### config.mk
export PLATFORM = sky130hd
export DESIGN_NAME = relu_maxpool2
export DESIGN_NICKNAME = d
export VERILOG_FILES = /design/src/rtl/cnn_pkg.sv /design/src/rtl/pool_linebuf.sv /design/src/rtl/relu_maxpool2.sv
export SDC_FILE = /design/constraint.sdc
export NUM_CORES = 1
export LEC_CHECK = 0
export CAP_MARGIN = 20
export CORE_UTILIZATION = 62
export DETAILED_ROUTE_END_ITERATION = 10
export PLACE_DENSITY = 0.8
export SLEW_MARGIN = 30
export SYNTH_ARGS = -nofsm -noshare
export SYNTH_HDL_FRONTEND = slang
export SYNTH_SLANG_ARGS = --single-unit
export TNS_END_PERCENT = 100
### constraint.sdc
create_clock -name clk -period 6.55 [get_ports clk]
set_clock_uncertainty 0.2 [all_clocks]
set_input_delay 1.31 -clock clk [delete_from_list [all_inputs] [get_ports clk]]
set_output_delay 1.31 -clock clk [all_outputs]
set_load 0.01 [all_outputs]
### src/rtl/cnn_pkg.sv
// Shared CNN layer constants and the saturating rescale used between layers.
package cnn_pkg;
  localparam int IN_W       = 32;
  localparam int OUT_W      = 16;
  localparam int L1_MAP_W   = 26;
  localparam int L1_MAP_H   = 26;
  localparam int POOL_W     = 13;
  localparam int POOL_H     = 13;
  localparam int POOL_SHIFT = 12;

  // value is already non-negative, so a logical shift equals the arithmetic one
  function automatic logic [IN_W-1:0] sat_shift(input logic [IN_W-1:0] value,
                                                input int unsigned     shift,
                                                input int unsigned     out_w);
    logic [IN_W-1:0] s, lim;
    s   = value >> shift;
    lim = (IN_W'(1) << (out_w - 1)) - 1'b1;
    return (s > lim) ? lim : s;
  endfunction
endpackage

### src/rtl/pool_linebuf.sv
// Half-row buffer of horizontal pair maxima from the even row of each window.
module pool_linebuf #(
  parameter  int W     = 32,
  parameter  int DEPTH = 13,
  localparam int AW    = (DEPTH > 1) ? $clog2(DEPTH) : 1
) (
  input  logic          clk,
  input  logic          we,
  input  logic [AW-1:0] waddr,
  input  logic [W-1:0]  wdata,
  input  logic [AW-1:0] raddr,
  output logic [W-1:0]  rdata
);
  logic [W-1:0] mem [DEPTH];

  // no reset: every entry is written on the even row before the odd row reads it
  always_ff @(posedge clk)
    if (we) mem[waddr] <= wdata;

  assign rdata = mem[raddr];
endmodule

### src/rtl/relu_maxpool2.sv
// ReLU + 2x2/stride-2 max pool over a raster feature-map stream, rescaled and saturated.
module relu_maxpool2
  import cnn_pkg::*;
#(
  parameter int IN_W  = cnn_pkg::IN_W,
  parameter int OUT_W = cnn_pkg::OUT_W,
  parameter int MAP_W = cnn_pkg::L1_MAP_W,
  parameter int MAP_H = cnn_pkg::L1_MAP_H,
  parameter int SHIFT = cnn_pkg::POOL_SHIFT
) (
  input  logic             clk,
  input  logic             reset_n,
  input  logic [IN_W-1:0]  data_in,
  input  logic             rdata_r,
  output logic [OUT_W-1:0] data_out,
  output logic             wdata_r,
  output logic             frame_done
);
  localparam int HALF_W = MAP_W / 2;
  localparam int HALF_H = MAP_H / 2;
  localparam int CW     = $clog2(MAP_W);
  localparam int RW     = $clog2(MAP_H);
  localparam int AW     = (HALF_W > 1) ? $clog2(HALF_W) : 1;

  logic [CW-1:0]   col;
  logic [RW-1:0]   row;
  logic [IN_W-1:0] hold, v, lb_rd, pair_max, m;
  logic            last_col, last_row, ign, last_win;
  logic            hold_we, lb_we, issue;

  assign last_col = (col == CW'(MAP_W - 1));
  assign last_row = (row == RW'(MAP_H - 1));
  // trailing column/row of an odd-sized map has no partner and is dropped
  assign ign      = ((MAP_W % 2 == 1) && last_col) || ((MAP_H % 2 == 1) && last_row);
  assign last_win = (row == RW'(2*HALF_H - 1)) && (col == CW'(2*HALF_W - 1));

  assign v        = data_in[IN_W-1] ? '0 : data_in;
  assign pair_max = (v > hold) ? v : hold;
  assign m        = (lb_rd > pair_max) ? lb_rd : pair_max;

  assign hold_we  = rdata_r && !col[0] && !ign;
  assign lb_we    = rdata_r && !row[0] && col[0] && !ign;
  assign issue    = rdata_r &&  row[0] && col[0] && !ign;

  pool_linebuf #(.W(IN_W), .DEPTH(HALF_W)) u_lb (
    .clk   (clk),
    .we    (lb_we),
    .waddr (AW'(col >> 1)),
    .wdata (pair_max),
    .raddr (AW'(col >> 1)),
    .rdata (lb_rd)
  );

  always_ff @(posedge clk or negedge reset_n) begin
    if (!reset_n) begin
      col        <= '0;
      row        <= '0;
      hold       <= '0;
      data_out   <= '0;
      wdata_r    <= 1'b0;
      frame_done <= 1'b0;
    end else begin
      wdata_r    <= issue;
      frame_done <= issue && last_win;
      if (issue)   data_out <= OUT_W'(sat_shift(m, SHIFT, OUT_W));
      if (hold_we) hold     <= v;
      if (rdata_r) begin
        if (last_col) begin
          col <= '0;
          row <= last_row ? '0 : row + 1'b1;
        end else begin
          col <= col + 1'b1;
        end
      end
    end
  end
endmodule
# == Yosys cells after proc, flatten, opt, wreduce, memory -nomap -nowiden ==
# Memory sizes are Yosys's and may differ from the RTL's.
# Index checks and enable logic that the tools add are counted.
# word_totals
word_cells,32
output_inout_bits,18
mem_bits_rw,416
mem_count,1
ff_bits,60
inputBits,35
# classes
eq_ne,2
n_addsub,2
n_lt_le_gt_ge,3
n_mux,8
n_reduce_logical,10
# memory_table
memory,words,word_bits,read_ports,rd_ports_with_merged_regs,write_ports,line,text
u_lb.mem,13,32,1,0,1,pool_linebuf.sv:14,logic [W-1:0] mem [DEPTH];
# ops
operator,count
32-bit 2-to-1 mux,2
31-bit by 32-bit > comparator with 1-bit output,1
32-bit > comparator,1
31-bit 2-to-1 mux,1
20-bit by 15-bit > comparator with 1-bit output (second input constant),1
16-bit 2-to-1 mux,1
5-bit by 1-bit adder with 5-bit output (second input constant),2
5-bit equality test (second input constant),2
5-bit 2-to-1 mux,2
1-bit logical AND,7
1-bit zero test,2
1-bit 2-to-1 mux,2
2-bit AND reduction,1

# == Logic depth before layout (Yosys ltp) ==
# depth
depth_word,7
ltp_mapped,27
ltp_nobuf,20

# == By module ==
# From an unflattened synthesis, not the netlist that was laid out.
# hier_totals
cells_unflattened,1246
hier_area_um2,20880.0
# by_module_without_submodules
mod,n_inst,seq_area_each_um2,area_each_um2,cells_each
pool_linebuf,1,12492.0,15866.5,668
relu_maxpool2,1,1476.4,5013.6,578

# == Worst setup path after synthesis ==
# No wires, ideal clock.
# synth_path
path_kind,input to register
startpoint,input data_in[31]
endpoint,register data_out[1]
arrival_ps,6285
setup_ps,137
stages,27
slack_ps,-72
n_path_buf,7
t_required_ps,6213
path_cell_list,clkbuf_1 > clkbuf_1 > clkbuf_1 > nand2b_1 > inv_1 > ha_1 > a21o_1 > nand3_1 > a211oi_1 > or4_1 > a21oi_1 > a21o_1 > buf_4 > buf_2 > buf_2 > nand2_1 > o21a_1 > ha_1 > a21oi_1 > nor2_1 > o31a_1 > o211ai_1 > a31oi_1 > o21ai_1 > nor3b_2 > buf_4 > a221oi_1
# synth_via
elab_chain_cells,7
# synth_rtl
element,line,text
start: declaration,relu_maxpool2.sv:13,"input logic [IN_W-1:0] data_in,"
31-bit 2-to-1 mux (*),relu_maxpool2.sv:37,assign v = data_in[IN_W-1] ? '0 : data_in;
named net v[5],relu_maxpool2.sv:27,"logic [IN_W-1:0] hold, v, lb_rd, pair_max, m;"
31-bit by 32-bit > comparator with 1-bit output,relu_maxpool2.sv:38,assign pair_max = (v > hold) ? v : hold;
32-bit 2-to-1 mux (*),relu_maxpool2.sv:38,
32-bit > comparator,relu_maxpool2.sv:39,assign m = (lb_rd > pair_max) ? lb_rd : pair_max;
32-bit 2-to-1 mux (*),relu_maxpool2.sv:39,
20-bit by 15-bit > comparator with 1-bit output,cnn_pkg.sv:18,return (s > lim) ? lim : s;
16-bit 2-to-1 mux (*),cnn_pkg.sv:18,
end signal: assignment,relu_maxpool2.sv:65,"if (issue) data_out <= OUT_W'(sat_shift(m, SHIFT, OUT_W));"
end: declaration,relu_maxpool2.sv:15,"output logic [OUT_W-1:0] data_out,"
# Mark *: on every way through the listed nets, which the timed path passes. The rest lies on a longest branch.
# A chain may end at the register's enable or synchronous reset.

# == Worst setup path in the final report ==
# layout_path
startpoint,input data_in[31]
endpoint,register data_out[3]
# The elaborated chain is that of the path after synthesis.

==> results_dict.tcl <==
set metrics [dict create \
    netlist.area_leader.share_pct 61.2 \
    nets 1362 \
    synthTopCellsByArea "edfxtp_1 61%, mux4_2 14%, dfrtp_1 7.5%" \
    clock_latency_ns 0.55 \
    ys.flop_type "edfxtp_1" \
    gp_congestion 0.893 \
    synth_warnings 0 \
    grt-ovfl-total 0 \
    min_path_type "reg -> reg" \
    rows 65 \
    hold_violations 0 \
    h-tree-depth 2 \
    clock-root-buffer "clkbuf_16" \
    cp_data_arrival_time_ns 6.32 \
    clock-sinks 462 \
    final_area_mm2 0.0228 \
    fp.dieH_um 181 \
    min_from "data_out[15]" \
    p_leak_nw 8.11 \
    dp_worst_setup_slack_ns -0.413 \
    post-route-drc-count 0 \
    setup_ws_ns 0.468 \
    synth-edff-count 403 \
    fmax_mhz 164 \
    drtPass1Iterations 5 \
    path_class "in -> reg" \
    place_hpwl_mm 28.1 \
    finish.utilization_pct 72.5 \
    max-vdd-ir-drop_v 0.000243 \
    end_kind "flop" \
    postSynthCellCount 1130 \
    ant_nets 0 \
    ios 53 \
    maxCapViolations 0 \
    post-synth-top-count-cell "edfxtp_1" \
    ys_seq_elements 462 \
    n_antenna_cell 0 \
    slew_headroom_pct 33.7 \
    cp-startpoint "data_in[31]" \
    worstPathMaxFanout 31 \
    grt_usage_pct 29.8 \
    period_share_pct 92.9 \
    grt_pass1_wl_mm 70.2 \
    antenna_found_initial 0 \
    slew_viol_final 0 \
    synth_top_area_cell "edfxtp_1" \
    fin_crit_ns 6.08 \
    drive_gt1_share_pct 23.7 \
    yosysUniqueCellTypes 47 \
    initial_core_util_pct 62.8 \
    synth_seq_area_share_pct 68.7 \
    clock_path_buffers 3 \
    die_w_um 181 \
    grt_setup_unrepaired "no" \
    place_area_mm2 0.0213 \
    clk_pin_slew_ns 0.06 \
    drt_iter0_drc 1396 \
    cts_tree "built" \
    cts_made_buffers 46 \
    core_mm2 0.0315 \
    cp-start-kind "input pin" \
    vias 11151 \
    outcome "finished clean" \
    viasPerCell 6.57 \
    portBuffers 52 \
    routedWlPerCell_um 27.6 \
    ys_async_sr_fraction_pct 12.8 \
    required_ns 6.79 \
    power.density_mw_per_mm2 409 \
    synth.net_count 1231 \
    die-area_mm2 0.0326 \
    synthTopCellsByCount "403 x edfxtp_1, 121 x mux4_2, 75 x inv_1" \
    synth_area_mm2 0.0198 \
    grt_max_degree 60 \
    worst_pin_slew_ns 0.993 \
    area_growth_pct 15.4 \
    synth.avg_cell_area_um2 17.5 \
    drt_wl_total_mm 46.9 \
    setup_viol 0 \
    reg2reg_from "hold[5]" \
    grt_pass1_vias 11302 \
]
## worst max-delay path, stage by stage
cell	delay, ns
clkdlybuf4s50_1	0.51
buf_12	0.18
nand2b_1	0.17
inv_1	0.06
ha_1	0.28
nor2b_1	0.13
o211ai_1	0.16
a2111oi_0	0.11
or4_1	0.44
a21oi_1	0.15
a21o_2	0.30
buf_12	0.21
buf_4	0.16
mux2i_1	0.37
ha_1	0.24
nand4_1	0.11
nor3_2	0.26
o31ai_1	0.19
a31oi_1	0.24
o21ai_2	0.08
nor3b_4	0.16
buf_12	0.19
a221oi_1	0.28
## path summary, 6_finish.rpt
kind,endpoint,slack [ns],cells past startpoint
setup / recovery,data_out[3],0.47,23
hold / removal,data_out[15],0.29,1
setup reg to reg,data_out[3],1.68,20
hold reg to reg,data_out[15],0.29,1
max in group asynchronous,col[1],4.84,2
min in group asynchronous,row[3],0.73,2
## logic make-up after synthesis
logic type,share of synthesized area (%)
flops,68.7
mux,15.7
compound gates,4.29
fa+ha+maj,4.18
buf+inv,2.55
simple gates,4.63
## flip-flops by register name, summed over array words and instances (netlist names)
signal and count:
row 5, frame_done 1, hold 31, u_lb.mem 403, col 5, data_out 16
wdata_r 1
## routing by layer
layer	global-route usage, %	routed length (um)	vias to the layer above
met4	10.4	1640	0
li1	-	-	4727
met5	0	0	-
met1	41.4	18600	5744
met3	5.46	3770	110
met2	48.1	22900	570
## power breakdown
part | switching, mW | leakage [nW] | internal, mW | total [mW]
registers | 0.255 | 4.42 | 3.62 | 3.88
clock network | 1.09 | 0.667 | 1.36 | 2.45
logic | 1.59 | 3.03 | 1.41 | 3.00
total | 2.93 | 8.11 | 6.40 | 9.33
## metrics by stage
| stage | instances | hold slack [ns] | power, mW | setup TNS, ns |
|---|---|---|---|---|
| floorplan | 1130 | 0.271 | 5.84 | 0 |
| global placement | 1611 | 0.268 | 6.75 | -4.08 |
| detailed placement | 1613 | 0.274 | 6.88 | -5.84 |
| CTS | 1696 | 0.289 | 9.32 | 0 |
| global route | 1698 | 0.321 | 9.73 | 0 |
| finish | 1698 | 0.286 | 9.33 | 0 |
## cells in the final DEF, fill, tap and decap left out, drive strengths merged, types with 6 or more instances in the layout
cell type	instances
edfxtp	403
mux4	121
buf	81
inv	75
ha	66
clkbuf	60
dfrtp	59
nand2	55
clkdlybuf4s50	51
o21ai	47
nor2	38
a21oi	32
nor2b	20
nand2b	20
mux2i	19
clkinv	19
mux2	16
o21a	15
nand3	13
nand4	10
a221oi	10
nor3	10
a21o	8
a211oi	7
o211ai	6
nor4	6
## final cells by class
class                   instances  area [um2]
flip-flops and latches        462       13600
fillers                      1864        8670
multi-input cells             543        5810
repair buffers                132        1230
clock buffers                  60        1220
well taps                     402         503
inverters                      76         285
clock inverters                23         166
## what timing repair did
item,4_1_cts,5_1_grt
buffers inserted,0,1
resized for setup,0,1
hold buffers,0,0
setup endpoints to repair,0,15
Power figures use the tool's default switching activity.
